## config.mk

```make
export PLATFORM = sky130hd
export DESIGN_NAME = move_executor
export DESIGN_NICKNAME = d
export VERILOG_FILES = /design/src/rtl/move_exec_pkg.sv /design/src/rtl/move_pwm_gen.sv /design/src/rtl/move_executor.sv
export SDC_FILE = /design/constraint.sdc
export NUM_CORES = 1
export LEC_CHECK = 0
export ABC_AREA = 1
export CAP_MARGIN = 20
export CORE_UTILIZATION = 45
export DETAILED_ROUTE_END_ITERATION = 8
export PLACE_DENSITY = 0.66
export RECOVER_POWER = 25
export SLEW_MARGIN = 20
export SYNTH_ARGS = -nofsm -noshare
export SYNTH_HDL_FRONTEND = slang
export SYNTH_SLANG_ARGS = --single-unit
```

## constraint.sdc

```tcl
create_clock -name clk -period 2.25 [get_ports clk]
set_input_delay 0.3375 -clock clk [delete_from_list [all_inputs] [get_ports clk]]
set_output_delay 0.3375 -clock clk [all_outputs]
set_load 0.005 [all_outputs]
```

## src/rtl/move_exec_pkg.sv

```systemverilog
// Shared definitions for the move executor: direction codes, heading, FSM states, motor encodings.
package move_exec_pkg;

  // Absolute-direction command codes on movement_sel
  localparam logic [3:0] CODE_NONE = 4'b0000;
  localparam logic [3:0] CODE_N    = 4'b0001;
  localparam logic [3:0] CODE_E    = 4'b0011;
  localparam logic [3:0] CODE_S    = 4'b0010;
  localparam logic [3:0] CODE_W    = 4'b0100;

  // Heading, clockwise from north
  typedef logic [1:0] heading_t;
  localparam heading_t HEAD_N = 2'd0;
  localparam heading_t HEAD_E = 2'd1;
  localparam heading_t HEAD_S = 2'd2;
  localparam heading_t HEAD_W = 2'd3;

  typedef enum logic [1:0] {
    IDLE   = 2'd0,
    TURN_R = 2'd1,
    TURN_L = 2'd2,
    FWD    = 2'd3
  } state_t;

  // Motor drive word {en,dir}; dir=1 is forward
  typedef struct packed {
    logic en;
    logic dir;
  } motor_t;

  localparam motor_t MOTOR_OFF = '{en: 1'b0, dir: 1'b0};
  localparam motor_t MOTOR_FWD = '{en: 1'b1, dir: 1'b1};
  localparam motor_t MOTOR_REV = '{en: 1'b1, dir: 1'b0};

  // True for one of the four direction codes
  function automatic logic code_valid(input logic [3:0] code);
    return (code == CODE_N) || (code == CODE_E) || (code == CODE_S) || (code == CODE_W);
  endfunction

  // Map a valid direction code to its heading; anything else maps to north
  function automatic heading_t code_heading(input logic [3:0] code);
    heading_t h;
    case (code)
      CODE_E:  h = HEAD_E;
      CODE_S:  h = HEAD_S;
      CODE_W:  h = HEAD_W;
      default: h = HEAD_N;
    endcase
    return h;
  endfunction

endpackage

```

## src/rtl/move_pwm_gen.sv

```systemverilog
// PWM phase counter plus duty compare. on_c is the enable that applies in the
// cycle after the current edge, so the caller can register it alongside its
// next-state outputs. restart forces phase 0 for that next cycle.
module move_pwm_gen #(
  parameter int unsigned PERIOD = 16,
  parameter int unsigned DUTY   = 12
) (
  input  logic clk,
  input  logic rst,
  input  logic enable,
  input  logic restart,
  output logic on_c
);

  localparam int unsigned PH_W = (PERIOD > 1) ? $clog2(PERIOD) : 1;

  logic [PH_W-1:0] phase_q;
  logic [PH_W-1:0] phase_d;

  // Next phase: restart wins, otherwise advance and wrap at PERIOD-1
  always_comb begin
    phase_d = phase_q;
    if (restart) begin
      phase_d = '0;
    end else if (enable) begin
      if (phase_q == PH_W'(PERIOD - 1)) begin
        phase_d = '0;
      end else begin
        phase_d = phase_q + PH_W'(1);
      end
    end
  end

  assign on_c = (32'(phase_d) < DUTY);

  // Phase register
  always_ff @(posedge clk or posedge rst) begin
    if (rst) begin
      phase_q <= '0;
    end else begin
      phase_q <= phase_d;
    end
  end

endmodule

```

## src/rtl/move_executor.sv

```systemverilog
// Move executor: turns a robot to an absolute heading with timed quarter
// turns, then drives forward one cell. Optional PWM on the forward move is
// compiled in with MOVE_EXEC_PWM_EN.
module move_executor
  import move_exec_pkg::*;
#(
  parameter int unsigned TURN_CYCLES = 1000,
  parameter int unsigned MOVE_CYCLES = 4000,
  parameter int unsigned PWM_PERIOD  = 16,
  parameter int unsigned PWM_DUTY    = 12
) (
  input  logic       clk,
  input  logic       rst,
  input  logic [3:0] movement_sel,
  input  logic       halt,
  output logic [1:0] motor_l,
  output logic [1:0] motor_r,
  output logic [1:0] heading,
  output logic       busy,
  output logic       done,
  output logic       cmd_err
);

  localparam int unsigned MAX_CYCLES = (TURN_CYCLES > MOVE_CYCLES) ? TURN_CYCLES : MOVE_CYCLES;
  localparam int unsigned CNT_W      = $clog2(MAX_CYCLES + 1);

  localparam logic [CNT_W-1:0] TURN_LAST = CNT_W'(TURN_CYCLES - 1);
  localparam logic [CNT_W-1:0] MOVE_LAST = CNT_W'(MOVE_CYCLES - 1);

  // Illegal parameter combinations leave this block empty but named for easy spotting
  if ((TURN_CYCLES == 0) || (MOVE_CYCLES == 0) || (PWM_PERIOD == 0) || (PWM_DUTY > PWM_PERIOD)) begin : g_bad_cfg
  end

  state_t           state_q;
  state_t           state_d;
  heading_t         head_q;
  heading_t         head_d;
  logic [1:0]       quart_q;
  logic [1:0]       quart_d;
  logic [CNT_W-1:0] cnt_q;
  logic [CNT_W-1:0] cnt_d;

  heading_t         target;
  heading_t         diff;
  logic             done_d;
  logic             err_d;
  logic             busy_d;
  motor_t           ml_d;
  motor_t           mr_d;
  logic             fwd_en_c;

`ifdef MOVE_EXEC_PWM_EN
  logic fwd_entry_c;
  logic fwd_next_c;

  assign fwd_next_c  = (state_d == FWD);
  assign fwd_entry_c = (state_d == FWD) && (state_q != FWD);

  move_pwm_gen #(
    .PERIOD (PWM_PERIOD),
    .DUTY   (PWM_DUTY)
  ) u_pwm (
    .clk     (clk),
    .rst     (rst),
    .enable  (fwd_next_c),
    .restart (fwd_entry_c),
    .on_c    (fwd_en_c)
  );
`else
  assign fwd_en_c = 1'b1;
`endif

  // Next-state, heading, quarter count and cycle counter
  always_comb begin
    state_d = state_q;
    head_d  = head_q;
    quart_d = quart_q;
    cnt_d   = cnt_q;
    done_d  = 1'b0;
    err_d   = 1'b0;
    target  = code_heading(movement_sel);
    diff    = target - head_q;

    if (halt) begin
      state_d = IDLE;
      quart_d = 2'd0;
      cnt_d   = '0;
    end else begin
      case (state_q)
        IDLE: begin
          if (code_valid(movement_sel)) begin
            cnt_d = '0;
            case (diff)
              2'd0: begin state_d = FWD;    quart_d = 2'd0; end
              2'd1: begin state_d = TURN_R; quart_d = 2'd1; end
              2'd2: begin state_d = TURN_R; quart_d = 2'd2; end
              default: begin state_d = TURN_L; quart_d = 2'd1; end
            endcase
          end else if (movement_sel != CODE_NONE) begin
            err_d = 1'b1;
          end
        end
        TURN_R, TURN_L: begin
          if (cnt_q == TURN_LAST) begin
            head_d  = (state_q == TURN_R) ? head_q + 2'd1 : head_q - 2'd1;
            quart_d = quart_q - 2'd1;
            cnt_d   = '0;
            if (quart_q == 2'd1) begin
              state_d = FWD;
            end
          end else begin
            cnt_d = cnt_q + CNT_W'(1);
          end
        end
        FWD: begin
          if (cnt_q == MOVE_LAST) begin
            state_d = IDLE;
            cnt_d   = '0;
            done_d  = 1'b1;
          end else begin
            cnt_d = cnt_q + CNT_W'(1);
          end
        end
        default: begin
          state_d = IDLE;
          quart_d = 2'd0;
          cnt_d   = '0;
        end
      endcase
    end
  end

  // Motor drive and busy for the upcoming state
  always_comb begin
    ml_d   = MOTOR_OFF;
    mr_d   = MOTOR_OFF;
    busy_d = (state_d != IDLE);
    case (state_d)
      TURN_R: begin ml_d = MOTOR_FWD; mr_d = MOTOR_REV; end
      TURN_L: begin ml_d = MOTOR_REV; mr_d = MOTOR_FWD; end
      FWD: begin
        ml_d = '{en: fwd_en_c, dir: 1'b1};
        mr_d = '{en: fwd_en_c, dir: 1'b1};
      end
      default: begin ml_d = MOTOR_OFF; mr_d = MOTOR_OFF; end
    endcase
  end

  // State and output registers
  always_ff @(posedge clk or posedge rst) begin
    if (rst) begin
      state_q <= IDLE;
      head_q  <= HEAD_N;
      quart_q <= 2'd0;
      cnt_q   <= '0;
      motor_l <= MOTOR_OFF;
      motor_r <= MOTOR_OFF;
      busy    <= 1'b0;
      done    <= 1'b0;
      cmd_err <= 1'b0;
    end else begin
      state_q <= state_d;
      head_q  <= head_d;
      quart_q <= quart_d;
      cnt_q   <= cnt_d;
      motor_l <= ml_d;
      motor_r <= mr_d;
      busy    <= busy_d;
      done    <= done_d;
      cmd_err <= err_d;
    end
  end

  assign heading = head_q;

endmodule

```

==> results.md <==
* Fin crit period at 1.823 ns
* GR Layer Usage met1 at 0.2383
* Largest fanout on the critical path at 2
* P_sw at approximately 0.00065 W
* Diode count at 0
* VDD IR max at 485.3 uV
* Root buf cell: clkbuf_4
* Req. time, crit path at between 2 and 3 ns
* Register area share after synthesis at 0.3621
* IO Port Bufs at 15
* Fin cells at about 270
* # hold bufs at CTS at 0
* Drt wl/cell at 11.87 um
* Critical path class: input pin to flop
* Post-synth cell types at 32
* GR Util met3 at 0.03247
* Via Count at roughly 1300
* Final worst path period share at 0.8103
* Internal at about 0.00088 W
* Row count at 20
* Area Growth Syn to Fin at 18.02%
* Pre-antenna DRT Iters at 4
* Post-Syn Area at approximately 1500 um2
* Total power at ~0.0015 W
* Final setup fails at 0
* Routing usage on met2 at 0.3752
* First-pass GRT wire length at about 5.5 mm
* CORE AREA at ~3100 um2
* Maximum clock insertion buffer count at 2
* Setup Fix Bufs, Post-CTS at 0
* Routed wire length at between 3 and 4 mm
* Sequential power share at 0.326
* Vias in the first global route at about 1300
* Clk network pwr share at 0.142
* Rel. slew slack at 0.1908
* Clock slew seen by the registers of the worst setup and hold paths at 0.12 ns
* EDFF count, synth at 0
* Die Ht at between 60 and 70 um
* GRT Resource Usage Total at 0.2059
* Gpl congestion at ~0.83
* Post-Syn Area per Cell at 7.489 um2
* Main flop type after synthesis: dfrtp_1
* Number of instances in the placed design at around 260
* DR DRC count at 0
* Pin count of the biggest net entering global routing at 24
* RSZ-0062 raised after global routing: no
* Die W at around 60 um
* Final Max Tran Viols at 0
* Crit. End Element: flop
* Latest clock arrival within the worst-skew pair at 0.30 ns
* Post-DRT Antenna Nets at 0
* 1st-iter DRT viols at 50
* Clk sinks at 22
* Worst-Margin Slew at between 1 and 1.5 ns
* GR Overflow Total at 0
* Syn Nets at 219
* Warnings, synthesis at 0
* Sw Share at 0.4260
* Ys async rst share at 1.000
* Outcome: complete, no violations
* Leakage at a little over 0.9 nW
* Critical path launch point type: input pin
* Busiest grt layer: met2
* Initial antenna violation count at 0
* Number of synthesized register bits at 22
* H-tree depth at 1
* Max cap viols at 0
* CTS tree: built
* Initial core utilization at 0.4860
* Combinational power share at 0.532
* Share of layout cells above drive strength 1 at 0.1384
* PD cells at about 850 nW/um2
* Post-CTS sizing at 0
* Number of buffers created by CTS at 3
* Worst Path Arrival at between 2 and 2.5 ns
* # IOs at 16
* Drt via density at approximately 5
* Final count of hold timing violations at 0
* Worst Skew at 0.001646 ns
* Nets@finish at between 200 and 250
* Syn Inst Count at 203
* Die area at 3614 um2
* Min-delay worst type: input pin to flop
* Hpwl dp at approximately 2.4 mm
* Fmax at between 500 and 600 MHz
-- registers in the layout, summed over array words and instances (netlist names) --
register / flops
busy: 1
cmd_err: 1
cnt_q: 12
done: 1
heading: 2
motor_r: 1
quart_q: 2
state_q: 2
-- synthesized netlist by cell type (all sizes together), types with 2 or more instances --
cell type	number	share of area
a21boi	2	0.0099
a21oi	9	0.030
a31oi	2	0.0082
buf	6	0.030
dfrtp	22	0.36
ha	9	0.074
inv	36	0.089
nand2	49	0.13
nand3	21	0.082
nand3b	2	0.0099
nand4	4	0.016
nor2	17	0.050
nor3	3	0.013
o21ai	10	0.035
xnor2	4	0.023
-- final cells by class --
type,instances,area (um2)
inverter,36,135.1
clock buffer,4,36.28
tap,44,55.05
multi-input combinational,138,793.3
timing repair buffer,24,224.0
sequential,22,550.5
fill,291,1334
-- power groups by stage --
stage               registers, W  logic, W  clock network (W)
floorplan               0.000499  0.000635                  0
global placement        0.000505  0.000801                  0
detailed placement      0.000507  0.000811                  0
CTS                     0.000499  0.000816           0.000229
global route            0.000506  0.000929           0.000246
finish                  0.000498  0.000812           0.000217
-- layer usage --
layer	vias to the layer above	routed length [um]
met2	10	1635
met1	642	1480
li1	686	-
met3	2	46
met5	-	0
met4	0	19
-- per-stage QoR --
stage / worst slack [ns] / hold WS, ns / setup TNS [ns] / instance area, um2 / util
floorplan: 0.3075 / 0.3267 / 0 / 1520 / -
global placement: -0.1325 / 0.4813 / -0.4763 / 1743 / 0.5572
detailed placement: -0.2681 / 0.4942 / -1.135 / 1743 / 0.5572
CTS: 0.07298 / 0.3526 / 0 / 1779 / 0.5688
global route: 0.2084 / 0.4213 / 0 / 1794 / 0.5736
finish: 0.4268 / 0.4293 / 0 / 1794 / 0.5736
-- cell families after synthesis --
kind of cell | synth area share
compound gates | 0.1029
fa+ha+maj | 0.07408
flops | 0.3621
simple gates | 0.3103
xor+xnor | 0.02881
buf+inv | 0.1218
-- placed cells by master, fill, tap and decap left out, types with 2 or more instances in the layout --
master,n
nand2_2,8
xnor2_1,4
nand2_1,41
clkbuf_4,3
nor2_1,14
nand4_1,4
dlymetal6s2s_1,4
ha_1,8
clkdlybuf4s50_1,10
dfrtp_1,22
buf_4,8
a21oi_1,9
o21ai_1,4
nand3_2,4
inv_1,36
nor3_1,2
nand3b_1,2
nor2_2,2
nand3_1,17
o21ai_0,5
-- critical path, cell delays in order --
cell	delay (ns)
dlymetal6s2s_1	0.13
nor2_1	0.12
nand3_2	0.08
inv_1	0.09
a31oi_2	0.05
ha_2	0.19
xnor2_1	0.16
xor2_1	0.16
inv_1	0.07
buf_4	0.13
ha_1	0.18
inv_1	0.05
nand2_1	0.04
nand3_1	0.06
nand2_1	0.05
inv_1	0.06
nand2_1	0.06
nand2_1	0.05
-- final timing paths --
| path | end | cells after the start | slack [ns] | from |
|---|---|---|---|---|
| setup reg to reg | busy | 13 | 0.44 | heading[0] |
| setup / recovery | busy | 18 | 0.43 | movement_sel[0] |
| hold / removal | cmd_err | 4 | 0.43 | movement_sel[2] |
| min in group asynchronous | heading[0] | 3 | 0.84 | rst |
| hold reg to reg | quart_q[1] | 2 | 0.52 | quart_q[1] |
| max in group asynchronous | cnt_q[6] | 3 | 0.69 | rst |
Power figures use the tool's default switching activity.
